[config.mk]
export PLATFORM = sky130hd
export DESIGN_NAME = mac_relu
export DESIGN_NICKNAME = d
export VERILOG_FILES = /design/src/rtl/mac_relu.sv
export SDC_FILE = /design/constraint.sdc
export NUM_CORES = 1
export LEC_CHECK = 0
export ABC_AREA = 1
export CAP_MARGIN = 20
export CORE_MARGIN = 8
export CORE_UTILIZATION = 66
export CTS_CLUSTER_SIZE = 14
export DETAILED_ROUTE_END_ITERATION = 12
export DONT_BUFFER_PORTS = 1
export PLACE_DENSITY_LB_ADDON = 0.05
export SLEW_MARGIN = 40
export SYNTH_ARGS = -nofsm -noshare
export SYNTH_HDL_FRONTEND = slang
export SYNTH_SLANG_ARGS = --single-unit
[constraint.sdc]
create_clock -name clk -period 5.96 [get_ports clk]
set_input_delay 0.596 -clock clk [delete_from_list [all_inputs] [get_ports clk]]
set_output_delay 0.596 -clock clk [all_outputs]
set_load 0.05 [all_outputs]
[src/rtl/mac_relu.sv]
// mac_relu
// Multiply-accumulate of signed 8-bit activations and weights into an 18-bit
// saturating accumulator. A result closes on the beat flagged in_last, or on
// the MAX_TERMS-th beat. The closed result is passed through a ReLU and held
// until downstream takes it.
//
// Parameters
//   MAX_TERMS   maximum products per result (1..15), default 9 (3x3 kernel)
//
// Ports
//   clk         clock, rising edge
//   rst_n       asynchronous active-low reset
//   din         signed activation (two's complement)
//   weight      signed weight (two's complement)
//   in_valid    din/weight/in_last valid this cycle
//   in_last     final term of the current result
//   in_ready    a beat is accepted this cycle (low while a result is held)
//   dout_relu   ReLU'd accumulation result, range 0..131071
//   out_valid   dout_relu holds a result waiting for out_ready
//   out_ready   downstream consumes the result this cycle
//   err_overrun sticky: a result was force-closed at MAX_TERMS without in_last
module mac_relu #(
    parameter int MAX_TERMS = 9
) (
    input  logic        clk,
    input  logic        rst_n,
    input  logic [7:0]  din,
    input  logic [7:0]  weight,
    input  logic        in_valid,
    input  logic        in_last,
    output logic        in_ready,
    output logic [17:0] dout_relu,
    output logic        out_valid,
    input  logic        out_ready,
    output logic        err_overrun
);

    localparam int DATA_W = 8;
    localparam int COEF_W = 8;
    localparam logic [3:0] LAST_CNT = 4'(MAX_TERMS - 1);

    typedef enum logic [1:0] {
        IDLE  = 2'd0,
        ACCUM = 2'd1,
        HOLD  = 2'd2
    } state_t;

    state_t             state;
    logic signed [17:0] acc;
    logic [3:0]         count;

    logic signed [15:0] din_ext;
    logic signed [15:0] weight_ext;
    logic signed [15:0] product;
    logic signed [18:0] sum_wide;
    logic signed [17:0] acc_next;
    logic               accept;
    logic               at_limit;
    logic               close;

    // Clamp a 19-bit sum into the 18-bit signed range. Overflow is visible
    // as the top two bits disagreeing; bit 18 then carries the true sign.
    function automatic logic signed [17:0] sat18(input logic signed [18:0] v);
        if (v[18] != v[17])
            sat18 = v[18] ? 18'sh20000 : 18'sh1FFFF;
        else
            sat18 = v[17:0];
    endfunction

    function automatic logic [17:0] relu18(input logic signed [17:0] v);
        relu18 = v[17] ? 18'd0 : v;
    endfunction

    // Operands are widened to 16 bits first; the exact product always fits
    // in 16 signed bits (-16256..16384), so the truncated result is exact.
    assign din_ext    = {{(16 - DATA_W){din[DATA_W-1]}}, din};
    assign weight_ext = {{(16 - COEF_W){weight[COEF_W-1]}}, weight};
    assign product    = din_ext * weight_ext;

    assign sum_wide = {acc[17], acc} + {{3{product[15]}}, product};
    assign acc_next = sat18(sum_wide);

    // Ready depends on state only, so a release cycle is always a bubble.
    assign in_ready = (state != HOLD);
    assign accept   = in_valid & in_ready;
    assign at_limit = (count == LAST_CNT);
    assign close    = accept & (in_last | at_limit);

    always_ff @(posedge clk or negedge rst_n) begin
        if (!rst_n) begin
            state       <= IDLE;
            acc         <= '0;
            count       <= '0;
            dout_relu   <= '0;
            out_valid   <= 1'b0;
            err_overrun <= 1'b0;
        end else begin
            case (state)
                IDLE, ACCUM: begin
                    if (close) begin
                        dout_relu <= relu18(acc_next);
                        acc       <= '0;
                        count     <= '0;
                        out_valid <= 1'b1;
                        state     <= HOLD;
                        // close without in_last can only come from the limit
                        if (!in_last)
                            err_overrun <= 1'b1;
                    end else if (accept) begin
                        acc   <= acc_next;
                        count <= count + 4'd1;
                        state <= ACCUM;
                    end
                end
                HOLD: begin
                    if (out_ready) begin
                        out_valid <= 1'b0;
                        state     <= IDLE;
                    end
                end
                default: begin
                    state     <= IDLE;
                    out_valid <= 1'b0;
                end
            endcase
        end
    end

endmodule

# Yosys cells after proc, flatten, opt, wreduce, memory -nomap -nowiden
# Index checks and enable logic that the tools add are counted.
[word_totals]
latch_bits = 0
output_inout_bits = 21
ff_bits = 44
mem_bits_ro = 0
memories = 0
ramBits = 0
[op_classes]
n_addsub = 2
n_mux = 14
mul = 1
bitwise = 4
n_eq_ne = 8
n_lt_le_gt_ge = 0
shifts = 0
reduce_logical = 8
div_mod_pow = 0
[ops]
columns = ["operator", "count"]
rows = [
  ["two-way mux 18 bit", 4],
  ["adder 18 x 16 -> 19 bit", 1],
  ["two-way mux 17 bit", 1],
  ["multiplier 8 x 8 -> 16 bit", 1],
  ["two-way mux 4 bit", 2],
  ["AND reduction 2 bit", 4],
  ["two-way mux 2 bit", 3],
  ["!= test 2 bit, second input constant", 3],
  ["adder 4 x 1 -> 4 bit, second input constant", 1],
  ["== test 4 bit, second input constant", 1],
  ["case mux 2 bit (2 select lines)", 1],
  ["!= test 3 bit, second input constant", 1],
  ["AND reduction 3 bit", 1],
  ["bitwise AND 1 bit", 2],
  ["== test 2 x 1 -> 1 bit, second input constant", 1],
  ["== test 2 bit, second input constant", 1],
  ["logical NOT 2 bit", 1],
  ["two-way mux 1 bit", 2],
  ["case mux 1 bit (2 select lines)", 1],
  ["nonzero test 2 bit", 1],
  ["OR reduction 2 bit", 1],
  ["!= test 1 bit", 1],
  ["NOT 1 bit", 1],
  ["bitwise OR 1 bit", 1],
]

# Logic depth before layout (Yosys ltp)
[depth]
ltp_word = 6
depth_mapped = 28
depth_no_buf = 26

# Worst setup path before layout
# No wires, ideal clock.
[synth_path]
path_type = "input port to flip-flop"
from = "input weight[0]"
to = "register dout_relu[7]"
setup_ps = 118
required_ps = 5842
slack_ps = 719
cell_stages = 26
arrival_ps = 5123
cell_sequence = "clkbuf_1 > nand2_1 > inv_1 > fa_1 > inv_1 > fa_1 > inv_1 > fa_1 > inv_1 > fa_1 > inv_1 > ha_1 > ha_1 > nand2_2 > inv_1 > nand2_1 > nand2_1 > a21oi_1 > nand3_1 > nand2_4 > nand2_4 > buf_12 > nand2_4 > nand2_2 > nand2_1 > nand2_1"
[synth_via]
elab_chain_len = 5
word_cells_on_any_way = 6
classes_between = "add/sub (1); mul (1); eq/ne (1); mux (3)"
[synth_rtl]
columns = ["element", "line", "rtl"]
rows = [
  ["start, declared", "28", "input logic [7:0] weight,"],
  ["multiplier 8 x 8 -> 16 bit *", "78", "assign product = din_ext * weight_ext;"],
  ["adder 18 x 16 -> 19 bit *", "80", "assign sum_wide = {acc[17], acc} + {{3{product[15]}}, product};"],
  ["two-way mux 18 bit or != test 1 bit (tied branches)", "65, 64", ""],
  ["two-way mux 18 bit *", "64", "if (v[18] != v[17])"],
  ["two-way mux 17 bit *", "71", "relu18 = v[17] ? 18'd0 : v;"],
  ["end signal, assigned", "101", "dout_relu <= relu18(acc_next);"],
  ["end, declared", "32", "output logic [17:0] dout_relu,"],
]
# Every way passes the cells marked *; elsewhere a longest branch is shown, timed or not.
# A chain may end at the register's enable or synchronous reset.

# Worst setup path after layout
[layout_path]
from = "input weight[7]"
to = "register dout_relu[13]"
# The elaborated chain is that of the path after synthesis.

==> results.md <==
- The repair_antennas step left the layout with diodes totalling 0.
- The area used by multi-input combinational logic is 3943 um2.
- At the worst endpoint, the arrival time is 5.44 ns.
- In the final timing run, aggregate negative setup slack is 0 ns.
- For the pin with the worst max-slew slack, the measured transition is 0.7794 ns.
- The worst hold margin is 0.1344 ns.
- The routed via count is 4195.
- The proportion of layout cells with a drive suffix above 1 is 7.303%.
- The count of cell types in the netlist is 33.
- The path type of the worst setup path is primary input to flop.
- The met2 wire length is 6212 um.
- The wire length reported by the detailed router is 11790 um.
- The total nets after synthesis is 877.
- STA classifies the critical path endpoint as a flop.
- The tree built by TritonCTS fans out to 43 sinks.
- The area growth from synthesis to layout is 2.307%.
- The fraction of the cycle the final worst path needs is 87.19%.
- The wire length the detailed router placed on met1 is 4994 um.
- The via count of the first global-routing pass is 4390.
- The final-report hold violation count came to 0.
- In this run the register-to-register setup slack is 1.12 ns.
- Buffers added to address setup during post-CTS repair amount to 0.
- The tightest min-delay check is of the primary input to async pin type.
- The worst setup skew after layout is 0.006736 ns.
- The clock tree root buffer cell is sky130_fd_sc_hd__clkbuf_8.
- Counting I/O delays and the setup requirement, the final critical path takes 5.196 ns.
- The sum of met3 wire segment lengths after detailed routing is 476 um.
- Routability-driven placement finished with a final weighted congestion of 0.8634.
- The top-level port count is 42.
- The kind of launch point of the worst setup path is a primary input.
- Dividing the detail-routed via count by the number of cells gives 5.116.
- The number of hold buffers added after CTS was 1.
- Of the post-synthesis cell area, the dominant cell type holds 29.25%.
- The pin count of the biggest net entering global routing is 44.
- The number of H-tree levels is 2.
- Measured along the y axis, the die boundary spans 109.3 um.
- The placement-stage cell area is 5762 um2.
- The top cell type by total area after synthesis is sky130_fd_sc_hd__fa_1.
- The startpoint identified for the worst register-to-register timing path is acc[17].
- The post-cts gate resize count is 0.
- Counting the fill cells in the layout gives 716.
- TritonCTS built the clock tree.
- The register bit total from synthesis is 43.
- The number of antenna violations at the first check in global routing is 0.
- The core region is 8593 um2.
- The clock passes through at most 2 buffers.
- The floorplan step defined a die boundary enclosing 11950 um2.
- The clock network latency to the later pin of the worst-skew pair is 0.30 ns.
- In this run the critical register-to-register path is captured at dout_relu[13].
- A synthesized cell averages 7.919 um2.
- The sum of overflow across all layers after global routing is 0.
- The fraction of the yosys area taken by sequential cells is 18.72%.
- The final layout contains 862 nets.
- In the synthesized netlist, the number of instances is 726.
- OpenSTA, run right after detailed placement, puts the worst setup slack at 0.4290 ns.
- The total clock buffers created by CTS is 5.
- Setup violations remaining at the end of the flow were counted as 0.
- The detailed placer's ending HPWL is 10100 um.
- The count of synthesis-stage warnings from yosys is 0.
- The highest metal layer used by the detailed router is met4.
- The highest attainable clock frequency is 192.4 MHz.
- The clock transition at the registers of the reported paths is 0.08 ns.
- The pre-antenna-repair detailed-routing pass consisted of 6 iterations.
- The cell area after layout is 5882 um2.
- The total of buffers placed on input and output ports is 0.
- The depth of the worst register-to-register path is 23.
- The run finished with clean final reports.
- Setup slack on the critical path of the routed design comes to 0.7638 ns.
- For the worst setup path, the data required time is 6.20 ns.
- Setup repair after global routing left no endpoint under its margin.
- The post-synthesis instance area is 5749 um2.
- The global-route usage over all layers is 22.09%.
- The horizontal die dimension is 109.3 um.
- The number of slew-limit violations in the final report is 0.
- The first global-routing pass estimated 21000 um of wire.
- The DRC violation total after the first TritonRoute iteration is 263.
- The critical-path maximum fanout is 19.
- The number of nets with antenna violations after routing is 0.
- In the post-synthesis netlist, the biggest area contributors are sky130_fd_sc_hd__fa_1 29%, sky130_fd_sc_hd__dfrtp_1 19%, sky130_fd_sc_hd__nand2_1 16%, sky130_fd_sc_hd__inv_1 10%, sky130_fd_sc_hd__ha_1 10%.
- Max-cap violations in this run came to 0.
- The DRC violation count after routing is 0.
- In the final routed layout, each cell accounts on average for 14.38 um.
- The initial utilization of the core area, before any placement, comes to 66.90%.
- Summing all flip-flop and latch instances after layout gives 1076 um2.
- Headroom to the max-slew limit came out at 47.99%.
- The floorplan has 34 rows.
[worst max-delay path, cell delays in order]
cell	delay (ns)
sky130_fd_sc_hd__clkinv_1	0.22
sky130_fd_sc_hd__or2_2	0.37
sky130_fd_sc_hd__fa_1	0.46
sky130_fd_sc_hd__fa_1	0.49
sky130_fd_sc_hd__inv_1	0.05
sky130_fd_sc_hd__fa_1	0.52
sky130_fd_sc_hd__fa_1	0.58
sky130_fd_sc_hd__fa_1	0.42
sky130_fd_sc_hd__ha_1	0.39
sky130_fd_sc_hd__nand2_1	0.10
sky130_fd_sc_hd__nand2_1	0.09
sky130_fd_sc_hd__nand2_1	0.08
sky130_fd_sc_hd__nand3_2	0.12
sky130_fd_sc_hd__nand2_2	0.10
sky130_fd_sc_hd__nand2_2	0.07
sky130_fd_sc_hd__nand2_2	0.10
sky130_fd_sc_hd__nand2_4	0.07
sky130_fd_sc_hd__nand2_4	0.24
sky130_fd_sc_hd__nand2_1	0.10
sky130_fd_sc_hd__nand2_1	0.09
sky130_fd_sc_hd__nand2_1	0.07
sky130_fd_sc_hd__nand2_1	0.07
[state kept, by name (all words and copies together) (netlist names)]
signal,flops
acc,18
dout_relu,17
count,4
state,2
err_overrun,1
out_valid,1
[how the worst max path moves through the flow]
stage	start	end	slack [ns]
floorplan	weight[0]	dout_relu[7]	0.72
global placement	weight[7]	dout_relu[13]	0.51
detailed placement	weight[7]	acc[15]	0.43
CTS	weight[7]	dout_relu[13]	0.74
global route	weight[7]	acc[13]	0.45
finish	weight[7]	dout_relu[13]	0.76
[placed cells by master, fill, tap and decap left out]
cell	count
sky130_fd_sc_hd__a21oi_1	11
sky130_fd_sc_hd__a21oi_2	1
sky130_fd_sc_hd__and2_4	1
sky130_fd_sc_hd__buf_12	1
sky130_fd_sc_hd__buf_4	1
sky130_fd_sc_hd__clkbuf_1	1
sky130_fd_sc_hd__clkbuf_8	7
sky130_fd_sc_hd__clkinv_1	1
sky130_fd_sc_hd__conb_1	1
sky130_fd_sc_hd__dfrtp_1	43
sky130_fd_sc_hd__fa_1	84
sky130_fd_sc_hd__ha_1	46
sky130_fd_sc_hd__inv_1	155
sky130_fd_sc_hd__inv_2	4
sky130_fd_sc_hd__nand2_1	251
sky130_fd_sc_hd__nand2_2	16
sky130_fd_sc_hd__nand2_4	10
sky130_fd_sc_hd__nand3_1	17
sky130_fd_sc_hd__nand3_2	1
sky130_fd_sc_hd__nand3_4	1
sky130_fd_sc_hd__nand3b_1	1
sky130_fd_sc_hd__nand4_1	2
sky130_fd_sc_hd__nor2_1	26
sky130_fd_sc_hd__nor2_2	5
sky130_fd_sc_hd__nor2_4	2
sky130_fd_sc_hd__nor3_2	1
sky130_fd_sc_hd__o21ai_0	6
sky130_fd_sc_hd__o21bai_1	5
sky130_fd_sc_hd__o31ai_1	1
sky130_fd_sc_hd__or2_2	1
sky130_fd_sc_hd__xnor2_1	3
sky130_fd_sc_hd__xor2_1	6
[layout make-up]
class	count	area share (%)
Multi-Input combinational cell	499	67.03
Sequential cell	43	18.29
Inverter	160	10.21
Tap cell	108	2.297
Clock buffer	8	1.702
Timing Repair Buffer	2	0.4680
[synthesized netlist by cell type]
library cell	count
sky130_fd_sc_hd__xnor2_1	3
sky130_fd_sc_hd__or2_2	1
sky130_fd_sc_hd__buf_2	1
sky130_fd_sc_hd__buf_8	1
sky130_fd_sc_hd__clkbuf_1	18
sky130_fd_sc_hd__nor2_4	2
sky130_fd_sc_hd__nand3_2	1
sky130_fd_sc_hd__buf_4	3
sky130_fd_sc_hd__fa_1	84
sky130_fd_sc_hd__inv_1	155
sky130_fd_sc_hd__nand3b_1	1
sky130_fd_sc_hd__nand4_1	2
sky130_fd_sc_hd__o21bai_1	5
sky130_fd_sc_hd__xor2_1	6
sky130_fd_sc_hd__nand3_1	17
sky130_fd_sc_hd__nand3_4	1
sky130_fd_sc_hd__ha_1	46
sky130_fd_sc_hd__conb_1	1
sky130_fd_sc_hd__o21ai_0	6
sky130_fd_sc_hd__a21oi_1	11
sky130_fd_sc_hd__a21oi_2	1
sky130_fd_sc_hd__dfrtp_1	43
sky130_fd_sc_hd__nor3_2	1
sky130_fd_sc_hd__clkinv_1	1
sky130_fd_sc_hd__nand2_4	10
sky130_fd_sc_hd__nand2_2	16
sky130_fd_sc_hd__buf_12	1
sky130_fd_sc_hd__nand2_1	251
sky130_fd_sc_hd__nor2_2	5
sky130_fd_sc_hd__and2_4	1
sky130_fd_sc_hd__o31ai_1	1
sky130_fd_sc_hd__nor2_1	26
sky130_fd_sc_hd__inv_2	4
[logic make-up after synthesis]
| logic type | count (synthesis) | share of synthesized area, % |
|---|---|---|
| and+or+nand+nor | 335 | 25.46 |
| buffers and inverters | 184 | 12.71 |
| adders and majority gates | 130 | 39.26 |
| DFF | 43 | 18.72 |
| AOI/OAI and AO/OA | 24 | 2.416 |
| xor gates and xnor gates | 9 | 1.371 |
| other | 1 | 0.06523 |
[metal layers]
metal,up-vias,global-route usage (%)
met3,10,3.986
li1,2074,-
met1,2030,27.27
met4,0,3.664
met2,81,39.92
met5,-,0
[stage by stage]
step           util, %  instances
2_1_floorplan        -        726
3_3_place_gp     67.05        811
3_5_place_dp     67.05        811
4_1_cts          68.45        820
5_1_grt          68.45        820
6_report         68.45        820
Power is left out: the tool's default activity adds up to more than one toggle a clock period on the data nets, which glitch-free logic cannot reach.
